**src/rtl/aa_isa_pkg.sv**
```systemverilog
// AA instruction-set constants shared by the sequencer and datapath.
// Opcodes, field positions and sequencer state encoding.
package aa_isa_pkg;

    localparam logic [4:0] OP_MOVSGPR = 5'd0;
    localparam logic [4:0] OP_MOV     = 5'd1;
    localparam logic [4:0] OP_ADD     = 5'd2;
    localparam logic [4:0] OP_SUB     = 5'd3;
    localparam logic [4:0] OP_MUL     = 5'd4;
    localparam logic [4:0] OP_HALT    = 5'b11111;

    localparam int OPER_HI  = 31;
    localparam int OPER_LO  = 27;
    localparam int RDST_HI  = 26;
    localparam int RDST_LO  = 22;
    localparam int RSRC1_HI = 21;
    localparam int RSRC1_LO = 17;
    localparam int IMM_BIT  = 16;
    localparam int RSRC2_HI = 15;
    localparam int RSRC2_LO = 11;
    localparam int ISRC_HI  = 15;
    localparam int ISRC_LO  = 0;

    typedef enum logic [2:0] {
        S_IDLE,
        S_FETCH,
        S_DECODE,
        S_EXEC,
        S_WB,
        S_ERR
    } seq_state_t;

    function automatic logic [4:0] oper_of(input logic [31:0] w);
        return w[OPER_HI:OPER_LO];
    endfunction

    function automatic logic [4:0] rdst_of(input logic [31:0] w);
        return w[RDST_HI:RDST_LO];
    endfunction

    function automatic logic [4:0] rsrc1_of(input logic [31:0] w);
        return w[RSRC1_HI:RSRC1_LO];
    endfunction

    function automatic logic imm_of(input logic [31:0] w);
        return w[IMM_BIT];
    endfunction

    function automatic logic [4:0] rsrc2_of(input logic [31:0] w);
        return w[RSRC2_HI:RSRC2_LO];
    endfunction

    function automatic logic [15:0] isrc_of(input logic [31:0] w);
        return w[ISRC_HI:ISRC_LO];
    endfunction

endpackage

```
**src/rtl/aa_seq_ctrl_if.sv**
```systemverilog
// Instruction-memory and datapath handshake bundle of the sequencer.
// master = sequencer side, slave = memory/datapath side.
interface aa_seq_ctrl_if #(
    parameter int PC_W = 8
);
    logic            imem_req;
    logic [PC_W-1:0] imem_addr;
    logic            imem_ack;
    logic [31:0]     imem_rdata;
    logic [31:0]     ir;
    logic            dp_issue;
    logic            dp_done;
    logic            gpr_we;

    modport master (
        output imem_req,
        output imem_addr,
        input  imem_ack,
        input  imem_rdata,
        output ir,
        output dp_issue,
        input  dp_done,
        output gpr_we
    );

    modport slave (
        input  imem_req,
        input  imem_addr,
        output imem_ack,
        output imem_rdata,
        input  ir,
        input  dp_issue,
        output dp_done,
        input  gpr_we
    );
endinterface

```
**src/rtl/aa_decode.sv**
```systemverilog
// Opcode classifier for the AA ISA, shared with the datapath.
// Exactly one of the three outputs is high for any opcode.
module aa_decode
    import aa_isa_pkg::*;
(
    input  logic [4:0] oper,
    output logic       is_exec,
    output logic       is_halt,
    output logic       is_illegal
);

    // Opcodes 0..4 execute, 31 halts, everything else is illegal.
    always_comb begin
        is_exec    = (oper <= OP_MUL);
        is_halt    = (oper == OP_HALT);
        is_illegal = !is_exec && !is_halt;
    end

endmodule

```
**src/rtl/aa_seq_ctrl.sv**
```systemverilog
// AA instruction sequencer: fetch, decode, execute, writeback loop.
// Holds pc, ir and the retired-instruction counter.
module aa_seq_ctrl
    import aa_isa_pkg::*;
#(
    parameter int PC_W  = 8,
    parameter int CNT_W = 16
) (
    input  logic             clk,
    input  logic             rst_n,
    input  logic             start,
    input  logic [PC_W-1:0]  start_pc,
    input  logic             halt_req,
    aa_seq_ctrl_if.master    bus,
    output logic [PC_W-1:0]  pc,
    output logic             busy,
    output logic             done,
    output logic             illegal,
    output logic [CNT_W-1:0] retired
);

    seq_state_t state;
    seq_state_t nxt;
    logic [31:0] ir_q;
    logic        first_q;
    logic        is_exec;
    logic        is_halt;
    logic        is_illegal;
    logic        take_start;

    aa_decode u_dec (
        .oper       (oper_of(ir_q)),
        .is_exec    (is_exec),
        .is_halt    (is_halt),
        .is_illegal (is_illegal)
    );

    assign take_start    = start && (state == S_IDLE || state == S_ERR);
    assign bus.ir        = ir_q;
    assign bus.imem_addr = pc;

    // State register; first_q marks the issue cycle of EXEC.
    always_ff @(posedge clk or negedge rst_n) begin
        if (!rst_n) begin
            state   <= S_IDLE;
            first_q <= 1'b0;
        end else begin
            state   <= nxt;
            first_q <= (state == S_DECODE) && is_exec;
        end
    end

    // Next-state and Moore/Mealy outputs of the sequencer.
    always_comb begin
        nxt          = state;
        bus.imem_req = 1'b0;
        bus.dp_issue = 1'b0;
        bus.gpr_we   = 1'b0;
        done         = 1'b0;
        busy         = 1'b1;
        unique case (state)
            S_IDLE: begin
                busy = 1'b0;
                if (start) nxt = S_FETCH;
            end
            S_FETCH: begin
                bus.imem_req = 1'b1;
                if (bus.imem_ack) nxt = S_DECODE;
            end
            S_DECODE: begin
                unique case (1'b1)
                    is_exec: nxt = S_EXEC;
                    is_halt: begin
                        done = 1'b1;
                        nxt  = S_IDLE;
                    end
                    is_illegal: nxt = S_ERR;
                    default: nxt = S_ERR;
                endcase
            end
            S_EXEC: begin
                bus.dp_issue = first_q;
                if (bus.dp_done) nxt = S_WB;
            end
            S_WB: begin
                bus.gpr_we = 1'b1;
                if (halt_req) begin
                    done = 1'b1;
                    nxt  = S_IDLE;
                end else begin
                    nxt = S_FETCH;
                end
            end
            S_ERR: begin
                busy = 1'b0;
                if (start) nxt = S_FETCH;
            end
            default: nxt = S_IDLE;
        endcase
    end

    // Program counter: loaded on start, advanced (wrapping) in writeback.
    always_ff @(posedge clk or negedge rst_n) begin
        if (!rst_n) begin
            pc <= '0;
        end else if (take_start) begin
            pc <= start_pc;
        end else if (state == S_WB) begin
            pc <= pc + 1'b1;
        end
    end

    // Instruction register only loads on an acknowledged fetch.
    always_ff @(posedge clk or negedge rst_n) begin
        if (!rst_n) begin
            ir_q <= '0;
        end else if (state == S_FETCH && bus.imem_ack) begin
            ir_q <= bus.imem_rdata;
        end
    end

    // Retired counter survives ERR and restarts; only reset clears it.
    always_ff @(posedge clk or negedge rst_n) begin
        if (!rst_n) begin
            retired <= '0;
        end else if (state == S_WB) begin
            retired <= retired + 1'b1;
        end
    end

    // Sticky illegal flag: set entering ERR, cleared by a new start.
    always_ff @(posedge clk or negedge rst_n) begin
        if (!rst_n) begin
            illegal <= 1'b0;
        end else if (take_start) begin
            illegal <= 1'b0;
        end else if (state == S_DECODE && is_illegal) begin
            illegal <= 1'b1;
        end
    end

endmodule

```
**src/flat_wrapper.sv**
```systemverilog
// flat-port wrapper written by rule: the top's interface ports become plain ports
module aa_seq_ctrl_flat import aa_isa_pkg::*;
#(
    parameter int PC_W  = 8,
    parameter int CNT_W = 16
)
  (clk, rst_n, start, start_pc, halt_req, pc, busy, done, illegal, retired, bus_imem_req, bus_imem_addr, bus_imem_ack, bus_imem_rdata, bus_ir, bus_dp_issue, bus_dp_done, bus_gpr_we);
  aa_seq_ctrl_if #(.PC_W(PC_W)) bus_i ();
  input  logic clk;
  input  logic rst_n;
  input  logic start;
  input  logic [PC_W-1:0] start_pc;
  input  logic halt_req;
  output logic [PC_W-1:0] pc;
  output logic busy;
  output logic done;
  output logic illegal;
  output logic [CNT_W-1:0] retired;
  output wire logic [$bits(bus_i.imem_req)-1:0] bus_imem_req;
  output wire logic [$bits(bus_i.imem_addr)-1:0] bus_imem_addr;
  input wire logic [$bits(bus_i.imem_ack)-1:0] bus_imem_ack;
  input wire logic [$bits(bus_i.imem_rdata)-1:0] bus_imem_rdata;
  output wire logic [$bits(bus_i.ir)-1:0] bus_ir;
  output wire logic [$bits(bus_i.dp_issue)-1:0] bus_dp_issue;
  input wire logic [$bits(bus_i.dp_done)-1:0] bus_dp_done;
  output wire logic [$bits(bus_i.gpr_we)-1:0] bus_gpr_we;
  assign bus_imem_req = bus_i.imem_req;
  assign bus_imem_addr = bus_i.imem_addr;
  assign bus_i.imem_ack = bus_imem_ack;
  assign bus_i.imem_rdata = bus_imem_rdata;
  assign bus_ir = bus_i.ir;
  assign bus_dp_issue = bus_i.dp_issue;
  assign bus_i.dp_done = bus_dp_done;
  assign bus_gpr_we = bus_i.gpr_we;
  aa_seq_ctrl #(.PC_W(PC_W), .CNT_W(CNT_W)) u_core (.clk(clk), .rst_n(rst_n), .start(start), .start_pc(start_pc), .halt_req(halt_req), .bus(bus_i), .pc(pc), .busy(busy), .done(done), .illegal(illegal), .retired(retired));
endmodule
```
**config.mk**
```make
export PLATFORM = sky130hd
export DESIGN_NAME = aa_seq_ctrl_flat
export DESIGN_NICKNAME = d
export VERILOG_FILES = /design/src/rtl/aa_isa_pkg.sv /design/src/rtl/aa_seq_ctrl_if.sv /design/src/rtl/aa_decode.sv /design/src/rtl/aa_seq_ctrl.sv /design/src/flat_wrapper.sv
export SDC_FILE = /design/constraint.sdc
export NUM_CORES = 1
export LEC_CHECK = 0
export CORE_MARGIN = 3
export CORE_UTILIZATION = 25
export CTS_BUF_LIST = sky130_fd_sc_hd__clkbuf_4 sky130_fd_sc_hd__clkbuf_8
export DETAILED_ROUTE_END_ITERATION = 8
export PLACE_DENSITY = 0.62
export SYNTH_ARGS = -nofsm -noshare
export SYNTH_HDL_FRONTEND = slang
export SYNTH_HIERARCHICAL = 1
export SYNTH_SLANG_ARGS = --single-unit
```
**constraint.sdc**
```tcl
create_clock -name clk -period 1.8 [get_ports clk]
set_input_delay 0.36 -clock clk [delete_from_list [all_inputs] [get_ports clk]]
set_output_delay 0.36 -clock clk [all_outputs]
set_load 0.03 [all_outputs]
```
==> flow_metrics.env, run 1 <==
export IMPL_status="completed"
export IMPL_grt_overflow=0
export IMPL_avgRoutedWirePerCell_um=13.5
export IMPL_grt_usage=0.107
export IMPL_cap_violations=0
export IMPL_finalHoldViolations=0
export IMPL_clk_latency_ns=0.33
export IMPL_dp_hpwl_um=4950
export IMPL_final_layout_size_suffix_gt1_frac=0.219
export IMPL_initial_core_util=0.264
export IMPL_totalWireLength_um=6760
export IMPL_end_kind="output pin"
export IMPL_vias=2242
export IMPL_syn_avg_cell_area_sq_um=11.7
export IMPL_ys_dominant_reg_cell="dfrtp_1"
export IMPL_core_area_sq_um=10600
export IMPL_path_class="reg2out"
export IMPL_netlist_area_sq_um=2780
export IMPL_finalSetupViolations=0
export IMPL_gp_congestion=0.763
export IMPL_synth_area_leaders="dfrtp_1, mux2_2, xnor2_1"
export IMPL_max_slew_margin=0.715
export IMPL_start_kind="register"
export IMPL_cts_buffers=9
export IMPL_fin_total_pwr_mw=7.59
export IMPL_synthAdderAreaFrac=0.00900
export IMPL_fin_hold_ws_ns=0.0432
export IMPL_peakVddDrop_uv=938
export IMPL_clk_pin_slew_ns=0.06
export IMPL_drc=0
export IMPL_period_share=0.989
export IMPL_cts_tree="yes"
export IMPL_drt_first_pass_iters=4
export IMPL_fin_ws_ns=0.0202
export IMPL_yosysSeqAreaShare=0.549
export IMPL_final_cell_count_no_fill=502
export IMPL_grt_first_pass_wirelength_um=10900
export IMPL_worstPathRequired_ns=1.44
export IMPL_rows=37
export IMPL_synth_top_area_share=0.549
export IMPL_drt_iter0_markers=73
export IMPL_post_place_ws_ns=0.0323
export IMPL_finalMaxSlewViolations=0
export IMPL_syn2layout_area_growth_pct=55.6
export IMPL_min_path_type="in2async"
export IMPL_path_max_fanout=4
export IMPL_grt_start_max_net_pins=62
export IMPL_grt_setup_unrepaired="true"
export IMPL_pin_count=116
export IMPL_cts_buffer_depth=2
export IMPL_utilization=0.410
export IMPL_worst_pin_slew_ns=0.424
export IMPL_synth_top_family_by_area="multiplexers"
export IMPL_skew_ns=0.00744
export IMPL_dieArea_sq_um=12400
export IMPL_synth_cell_types=40
export IMPL_cts_num_sinks=61
export IMPL_antenna_cells=0
export IMPL_place_area_sq_um=4120
export IMPL_die_x_um=111
export IMPL_final_nets=410
export IMPL_finalCriticalPeriod_ns=1.78
export IMPL_finalSetupTns_ns=0
export IMPL_grt_pass1_vias=2229
export IMPL_ant_nets=0
export IMPL_yosys_area_share_simple=0.135
export IMPL_cts_hold_buf=0
export IMPL_finalInstanceArea_sq_um=4330
export IMPL_vias_per_cell=4.47
export IMPL_die_h_um=111
export IMPL_yosysWarnings=6
export IMPL_synth_xor_area_frac=0.0598
export IMPL_post_synth_top_area_cell="dfrtp_1"
export IMPL_clock_tree_root_cell="clkbuf_8"
export IMPL_synthCells=237
export IMPL_leakage_nw=1.95
export IMPL_worstPathArrival_ns=1.42
export IMPL_synth_compound_area_share=0.0639
export IMPL_port_buffers=115
export IMPL_async_flop_share=1.00
export IMPL_power_density_nw_per_um2=1760
export IMPL_antenna_found_initial=0
export IMPL_synth_seq_cells=61
export IMPL_htreeDepth=3
export IMPL_synthMuxAreaShare=0.137
export IMPL_synth_edf_count=0
export IMPL_fillCellCount=1033
export IMPL_fmax_ghz=0.562
export IMPL_syn_num_nets=285
export IMPL_placed_cells=483
-- cells in the final DEF, fill, tap and decap left out, types with 2 or more instances in the layout --
cell,count
a211oi_1,2
a21o_1,2
a21oi_1,6
a221o_1,2
a22o_1,2
and2_1,2
and3_1,2
buf_12,3
buf_4,16
buf_6,2
clkbuf_8,10
clkdlybuf4s50_1,72
clkinv_2,2
clkinvlp_4,3
dfrtp_1,60
dlygate4sd2_1,29
dlymetal6s2s_1,8
ha_1,2
inv_1,4
mux2_2,31
mux2i_1,2
nand2_1,18
nand2b_1,2
nand3_1,7
nand4_1,8
nor2_1,13
nor2_2,3
nor2b_1,2
nor3_1,4
nor4_1,3
o211ai_1,2
o21ai_0,5
xnor2_1,15
xor2_1,3
-- final timing paths --
path,from,end,slack (ns),cells past startpoint
setup / recovery,u_core/state[0]$_DFFE_PN0P_,bus_gpr_we,0.02,3
hold / removal,rst_n,u_core/bus.imem_addr[5]$_DFFE_PN0P_,0.04,2
setup reg to reg,u_core/state[0]$_DFFE_PN0P_,u_core/retired[8]$_DFFE_PN0N_,0.06,5
hold reg to reg,u_core/retired[15]$_DFFE_PN0N_,u_core/retired[15]$_DFFE_PN0N_,0.48,1
max in group asynchronous,rst_n,u_core/state[2]$_DFFE_PN0P_,1.48,2
min in group clk,u_core/retired[15]$_DFFE_PN0N_,u_core/retired[15]$_DFFE_PN0N_,0.48,1
-- cell families (layout without fill, tap and decap cells) --
| logic type | count (synthesis) | count (layout) |
|---|---|---|
| simple gates | 72 | 72 |
| mux | 34 | 34 |
| xor+xnor | 19 | 19 |
| buf+inv | 23 | 152 |
| fa+ha+maj | 2 | 2 |
| compound gates | 26 | 26 |
| flops | 61 | 61 |
-- report_power, final --
group          switching, mW  internal [mW]
clock network          0.524          0.540
logic                   2.31           1.86
registers              0.443           1.92
-- state kept, by name, summed over array words and instances, names as in the netlist --
| register | flops |
|---|---|
| u_core/bus.imem_addr | 8 |
| u_core/illegal | 1 |
| u_core/first_q | 1 |
| u_core/state | 3 |
| u_core/retired | 16 |
| u_core/bus.ir | 32 |
-- critical path, stage by stage (launching register included) --
cell        delay, ns
dfrtp_1          0.44
or3b_4           0.43
clkinvlp_4       0.10
buf_6            0.13
-- synthesized netlist by cell type, types with 4 or more instances --
cell type  instances
dfrtp_1           61
mux2_2            31
nand2_1           18
nor2_1            17
xnor2_1           16
buf_4              8
nand4_1            8
nand3_1            7
a21oi_1            6
buf_2              6
inv_1              5
o21ai_0            5
nor3_1             4
-- repair_timing --
| item | CTS | global route |
|---|---|---|
| setup buffers | 1 | 3 |
| pin swaps | 1 | 1 |
| setup endpoints to repair | 32 | 19 |
| gates resized for setup | 34 | 15 |
-- final cells by class --
type | count | area [sq um] | area share
clock buffers | 11 | 145 | 0.0335
well taps | 136 | 170 | 0.0393
flip-flops and latches | 61 | 1530 | 0.353
repair buffers | 132 | 1290 | 0.298
inverters | 5 | 22.5 | 0.00521
clock inverters | 4 | 25.0 | 0.00578
multi-input cells | 153 | 1150 | 0.265
-- per-layer routing --
layer,up-vias,GRT usage,wire length [um]
li1,1075,-,-
met2,89,0.173,3160
met5,-,0,0
met1,1070,0.127,2870
met4,0,0.0341,68
met3,8,0.0505,661
(Power assumes the default switching activity.)
==> run 2: changes to the inputs <==
DONT_BUFFER_PORTS = 1   (was not set)
PLACE_DENSITY = 0.48   (was 0.62)
==> run 2 against run 1 <==
Against the previous run:
- hold slack improved by 0.11 ns
- critical path depth unchanged
- fmax rose by 1.6%
- sequential share of layout area grew 8.5 points
- via count shrank 15%
- count of clock-buffer cells in the layout is 1 lower
- first-iteration DRC count rose by 47%
- die area unchanged
- combinational power shrank 35%
==> flow_metrics.env, run 2 (same netlist as run 1, synthesis figures left out) <==
export IMPL_status="completed"
export IMPL_cpPeakStageDelay_ns=0.43
export IMPL_antenna_cells=0
export IMPL_peakVddDrop_uv=738
export IMPL_grt_setup_unrepaired="true"
export IMPL_startpoint="u_core/state[0]$_DFFE_PN0P_"
export IMPL_grt_usage=0.107
export IMPL_finalMaxSlewViolations=0
export IMPL_fmax_ghz=0.571
export IMPL_die_x_um=111
export IMPL_crit_buf_inv=2
export IMPL_grt_pass1_vias=2027
export IMPL_period_share=0.973
export IMPL_max_slew_margin=0.618
export IMPL_vias=1899
export IMPL_rows=37
export IMPL_crit_slowest_cell="or3b_4"
export IMPL_largest_reg_flops=32
export IMPL_path_max_fanout=6
export IMPL_cap_violations=0
export IMPL_skew_ns=0.00872
export IMPL_reg2reg_from="u_core/state[0]$_DFFE_PN0P_"
export IMPL_grt_overflow=0
export IMPL_ant_nets=0
export IMPL_leakage_nw=1.51
export IMPL_power_density_nw_per_um2=2070
export IMPL_worstHoldStart="bus_imem_rdata[8]"
export IMPL_clock_tree_root_cell="clkbuf_8"
export IMPL_cts_tree="yes"
export IMPL_initial_core_util=0.264
export IMPL_cts_num_sinks=61
export IMPL_worstPathArrival_ns=1.39
export IMPL_drc=0
export IMPL_antenna_found_initial=0
export IMPL_final_nets=323
export IMPL_pin_count=116
export IMPL_routed_wl_met3_um=535
export IMPL_core_area_sq_um=10600
export IMPL_grt_first_pass_wirelength_um=10500
export IMPL_min_path_type="in2reg"
export IMPL_htreeDepth=3
export IMPL_fin_total_pwr_mw=7.21
export IMPL_start_kind="register"
export IMPL_final_common_cell="dfrtp_1"
export IMPL_wl_met1_um=2800
export IMPL_worst_pin_slew_ns=0.574
export IMPL_gp_congestion=0.741
export IMPL_path_class="reg2out"
export IMPL_cts_buffers=9
export IMPL_die_h_um=111
export IMPL_totalWireLength_um=6500
export IMPL_end_kind="output pin"
export IMPL_highest_layer="met4"
export IMPL_port_buffers=0
export IMPL_grt_start_max_net_pins=62
export IMPL_drt_iter0_markers=107
export IMPL_final_layout_size_suffix_gt1_frac=0.354
export IMPL_syn2layout_area_growth_pct=25.1
export IMPL_crit_path_cell_trace="or3b_4, inv_4, buf_6"
export IMPL_finalSetupViolations=0
export IMPL_dieArea_sq_um=12400
export IMPL_drt_first_pass_iters=4
export IMPL_worstPathRequired_ns=1.44
export IMPL_cpLargestDelayFamily="simple AND/OR/NAND/NOR gates"
export IMPL_clk_latency_ns=0.34
export IMPL_final_cell_mix="dfrtp_1, buf_4, mux2_2"
export IMPL_reg2reg_slack_ns=0.08
export IMPL_worstRegToRegCells=5
export IMPL_vias_per_cell=4.56
export IMPL_cts_buffer_depth=2
export IMPL_finalCriticalPeriod_ns=1.75
export IMPL_fin_hold_ws_ns=0.152
export IMPL_cp_depth=3
export IMPL_worstHoldPathCells=1
export IMPL_clk_pin_slew_ns=0.08
export IMPL_avgRoutedWirePerCell_um=15.6
export IMPL_finalHoldViolations=0
export IMPL_dp_hpwl_um=4720
export IMPL_wl_met2_um=3040
==> run 2: cell count changes in the layout (fill, tap and decap cells not counted), moves of 2 or more <==
cell,change
clkinvlp_4,-2
clkdlybuf4s50_1,-72
bufinv_16,+3
nor2_2,-2
dlymetal6s2s_1,-8
buf_4,+25
nor2_1,+2
buf_12,-2
dlygate4sd2_1,-29
==> run 2: stage by stage <==
| step | util | instances | setup slack, ns | instance area [sq um] | setup TNS [ns] |
|---|---|---|---|---|---|
| global route | 0.330 | 416 | -0.0563 | 3480 | -0.0600 |
| finish | 0.330 | 416 | 0.0488 | 3480 | 0 |
| detailed placement | 0.299 | 395 | 0.170 | 3160 | 0 |
| global placement | 0.299 | 395 | 0.175 | 3160 | 0 |
| CTS | 0.328 | 414 | 0.00755 | 3460 | 0 |
| floorplan | - | 237 | 0.0244 | 2790 | 0 |
==> run 2: final cells by class <==
class / instances / area (sq um)
Clock buffer: 10 / 131
Sequential cell: 61 / 1530
Timing Repair Buffer: 45 / 377
Multi-Input combinational cell: 153 / 1140
Tap cell: 136 / 170
Clock inverter: 6 / 111
Fill cell: 1092 / 7070
Inverter: 5 / 21.3
==> run 2: layer usage <==
metal  vias up  GRT usage
met3        10     0.0489
met4         0     0.0600
met5         -          0
met2        64      0.162
met1       928      0.125
li1        897          -
==> run 2: timing repair <==
item	CTS	global route
hold buffers	2	0
pin swaps	1	0
hold endpoints to repair	61	0
endpoints found under the setup margin	3	3
buffers inserted	1	2
resized for setup	5	1
==> run 2: worst reg2reg max path, stage by stage, from the launching register on <==
cell,delay [ns]
dfrtp_1,0.40
or3b_4,0.43
buf_4,0.20
nor2_1,0.29
nand3_1,0.13
xnor2_1,0.15
==> run 2: final timing paths <==
path,to
min reg2reg,u_core/retired[1]$_DFFE_PN0N_
min,u_core/bus.ir[8]$_DFFE_PN0P_
max,bus_gpr_we
max in group asynchronous,u_core/bus.ir[26]$_DFFE_PN0P_
min in group asynchronous,u_core/retired[11]$_DFFE_PN0N_
max reg2reg,u_core/retired[14]$_DFFE_PN0N_
==> run 2: where the power goes <==
group	leakage, nW	total (mW)	switching, mW	internal [mW]
Sequential	0.752	3.02	1.11	1.91
Combinational	0.635	2.70	1.51	1.19
Clock	0.120	1.49	0.558	0.935
==> run 3: changes to the inputs <==
CORE_ASPECT_RATIO = 0.8   (was not set)
==> run 3 against run 2 <==
Against the previous run:
- register-to-register slack gained 0.03 ns
- combinational power grew 4%
- global-route usage rose by 0.63 points
- flip-flop and latch count stayed put
- hold slack worse by 0.010 ns
==> flow_metrics.env, run 3 (same netlist as run 1, synthesis figures left out) <==
export IMPL_antenna_cells=0
export IMPL_fillCellCount=1084
export IMPL_gp_congestion=0.780
export IMPL_final_nets=327
export IMPL_cpLargestDelayFamily="simple AND/OR/NAND/NOR gates"
export IMPL_path_max_fanout=5
export IMPL_worstPathRequired_ns=1.44
export IMPL_hold_path_end="u_core/bus.imem_addr[4]$_DFFE_PN0P_"
export IMPL_start_kind="register"
export IMPL_routed_wl_met3_um=682
export IMPL_cpPeakStageDelay_ns=0.45
export IMPL_worstPathArrival_ns=1.43
export IMPL_highest_layer="met5"
export IMPL_final_cell_mix="dfrtp_1, buf_4, mux2_2"
export IMPL_final_layout_size_suffix_gt1_frac=0.363
export IMPL_finalHoldViolations=0
export IMPL_grt_usage=0.113
export IMPL_fin_total_pwr_mw=6.98
export IMPL_finalCriticalPeriod_ns=1.79
export IMPL_initial_core_util=0.264
export IMPL_drt_iter0_markers=76
export IMPL_period_share=0.997
export IMPL_avgRoutedWirePerCell_um=15.9
export IMPL_grt_start_max_net_pins=62
export IMPL_rows=33
export IMPL_finalSetupViolations=0
export IMPL_clk_latency_ns=0.34
export IMPL_worstHoldPathCells=2
export IMPL_antenna_found_initial=1
export IMPL_placed_cells=399
export IMPL_clk_pin_slew_ns=0.07
export IMPL_cts_buffers=9
export IMPL_die_h_um=100
export IMPL_grt_pass1_vias=2067
export IMPL_worstHoldStart="start_pc[4]"
export IMPL_final_common_cell="dfrtp_1"
export IMPL_grt_first_pass_wirelength_um=10600
export IMPL_place_area_sq_um=3160
export IMPL_worstRegToRegCells=5
export IMPL_peakVddDrop_uv=683
export IMPL_core_area_sq_um=10500
export IMPL_crit_path_cell_trace="or3b_4, clkinvlp_4, buf_8"
export IMPL_crit_buf_inv=2
export IMPL_final_cell_count_no_fill=424
export IMPL_end_kind="output pin"
export IMPL_power_density_nw_per_um2=2010
export IMPL_pin_count=116
export IMPL_finalInstanceArea_sq_um=3480
export IMPL_syn2layout_area_growth_pct=25.1
export IMPL_skew_ns=0.0123
export IMPL_largest_reg_flops=32
export IMPL_cap_violations=0
export IMPL_htreeDepth=3
export IMPL_path_class="reg2out"
export IMPL_reg2reg_from="u_core/state[0]$_DFFE_PN0P_"
export IMPL_vias_per_cell=4.64
export IMPL_drt_first_pass_iters=5
export IMPL_wl_met2_um=3100
export IMPL_min_path_type="in2reg"
export IMPL_ant_nets=0
export IMPL_fmax_ghz=0.557
export IMPL_leakage_nw=1.50
export IMPL_cts_buffer_depth=2
export IMPL_port_buffers=0
export IMPL_dieArea_sq_um=12400
export IMPL_startpoint="u_core/state[0]$_DFFE_PN0P_"
export IMPL_wl_met1_um=2880
export IMPL_max_slew_margin=0.612
export IMPL_dp_hpwl_um=4830
export IMPL_worst_pin_slew_ns=0.582
export IMPL_totalWireLength_um=6760
export IMPL_grt_setup_unrepaired="true"
export IMPL_reg2reg_slack_ns=0.11
export IMPL_finalMaxSlewViolations=0
export IMPL_drc=0
export IMPL_cts_num_sinks=61
export IMPL_vias=1966
export IMPL_cts_tree="yes"
export IMPL_fin_hold_ws_ns=0.142
export IMPL_die_x_um=124
export IMPL_status="completed"
export IMPL_crit_slowest_cell="or3b_4"
export IMPL_clock_tree_root_cell="clkbuf_8"
export IMPL_worstReg2RegEnd="u_core/retired[14]$_DFFE_PN0N_"
export IMPL_grt_overflow=0
run 3: worst max-delay path by stage:
stage	end	slack, ns	cells past startpoint
after floorplan	u_core/bus.ir[10]$_DFFE_PN0P_	0.02	6
after global placement	u_core/bus.imem_addr[7]$_DFFE_PN0P_	0.18	5
after detailed placement	u_core/retired[3]$_DFFE_PN0N_	0.14	5
after CTS	bus_gpr_we	-0.02	3
after global routing	bus_gpr_we	-0.06	3
final	bus_gpr_we	0.006	3
run 3: through the flow:
step                setup TNS, ns  setup WS [ns]   util
CTS                       -0.0245        -0.0245  0.324
floorplan                       0         0.0244      -
global placement                0          0.182  0.301
finish                          0        0.00622  0.330
detailed placement              0          0.144  0.301
global route               -0.106        -0.0639  0.330
run 3: layout make-up:
class                      count  area (sq um)  area share
timing repair buffer          49           410       0.118
inverter                       5          22.5     0.00647
clock inverter                 3          17.5     0.00503
clock buffer                  13           179      0.0514
multi-input combinational    153          1150       0.330
tap                          140           175      0.0503
sequential                    61          1530       0.439
run 3: what timing repair did:
item	4_1_cts	5_1_grt
pin swaps	0	2
endpoints found under the setup margin	2	3
hold buffers	2	0
setup buffers	1	6
endpoints found under the hold margin	61	0
gates resized for setup	3	4
run 3: routing by layer:
layer | up-vias | global-route usage
li1 | 911 | -
met1 | 957 | 0.138
met2 | 86 | 0.168
met3 | 10 | 0.0620
met4 | 2 | 0.0387
met5 | - | 0
run 3: report_power, final:
part,switching [mW],internal [mW]
clock network,0.532,0.646
logic,1.55,1.24
registers,1.11,1.91
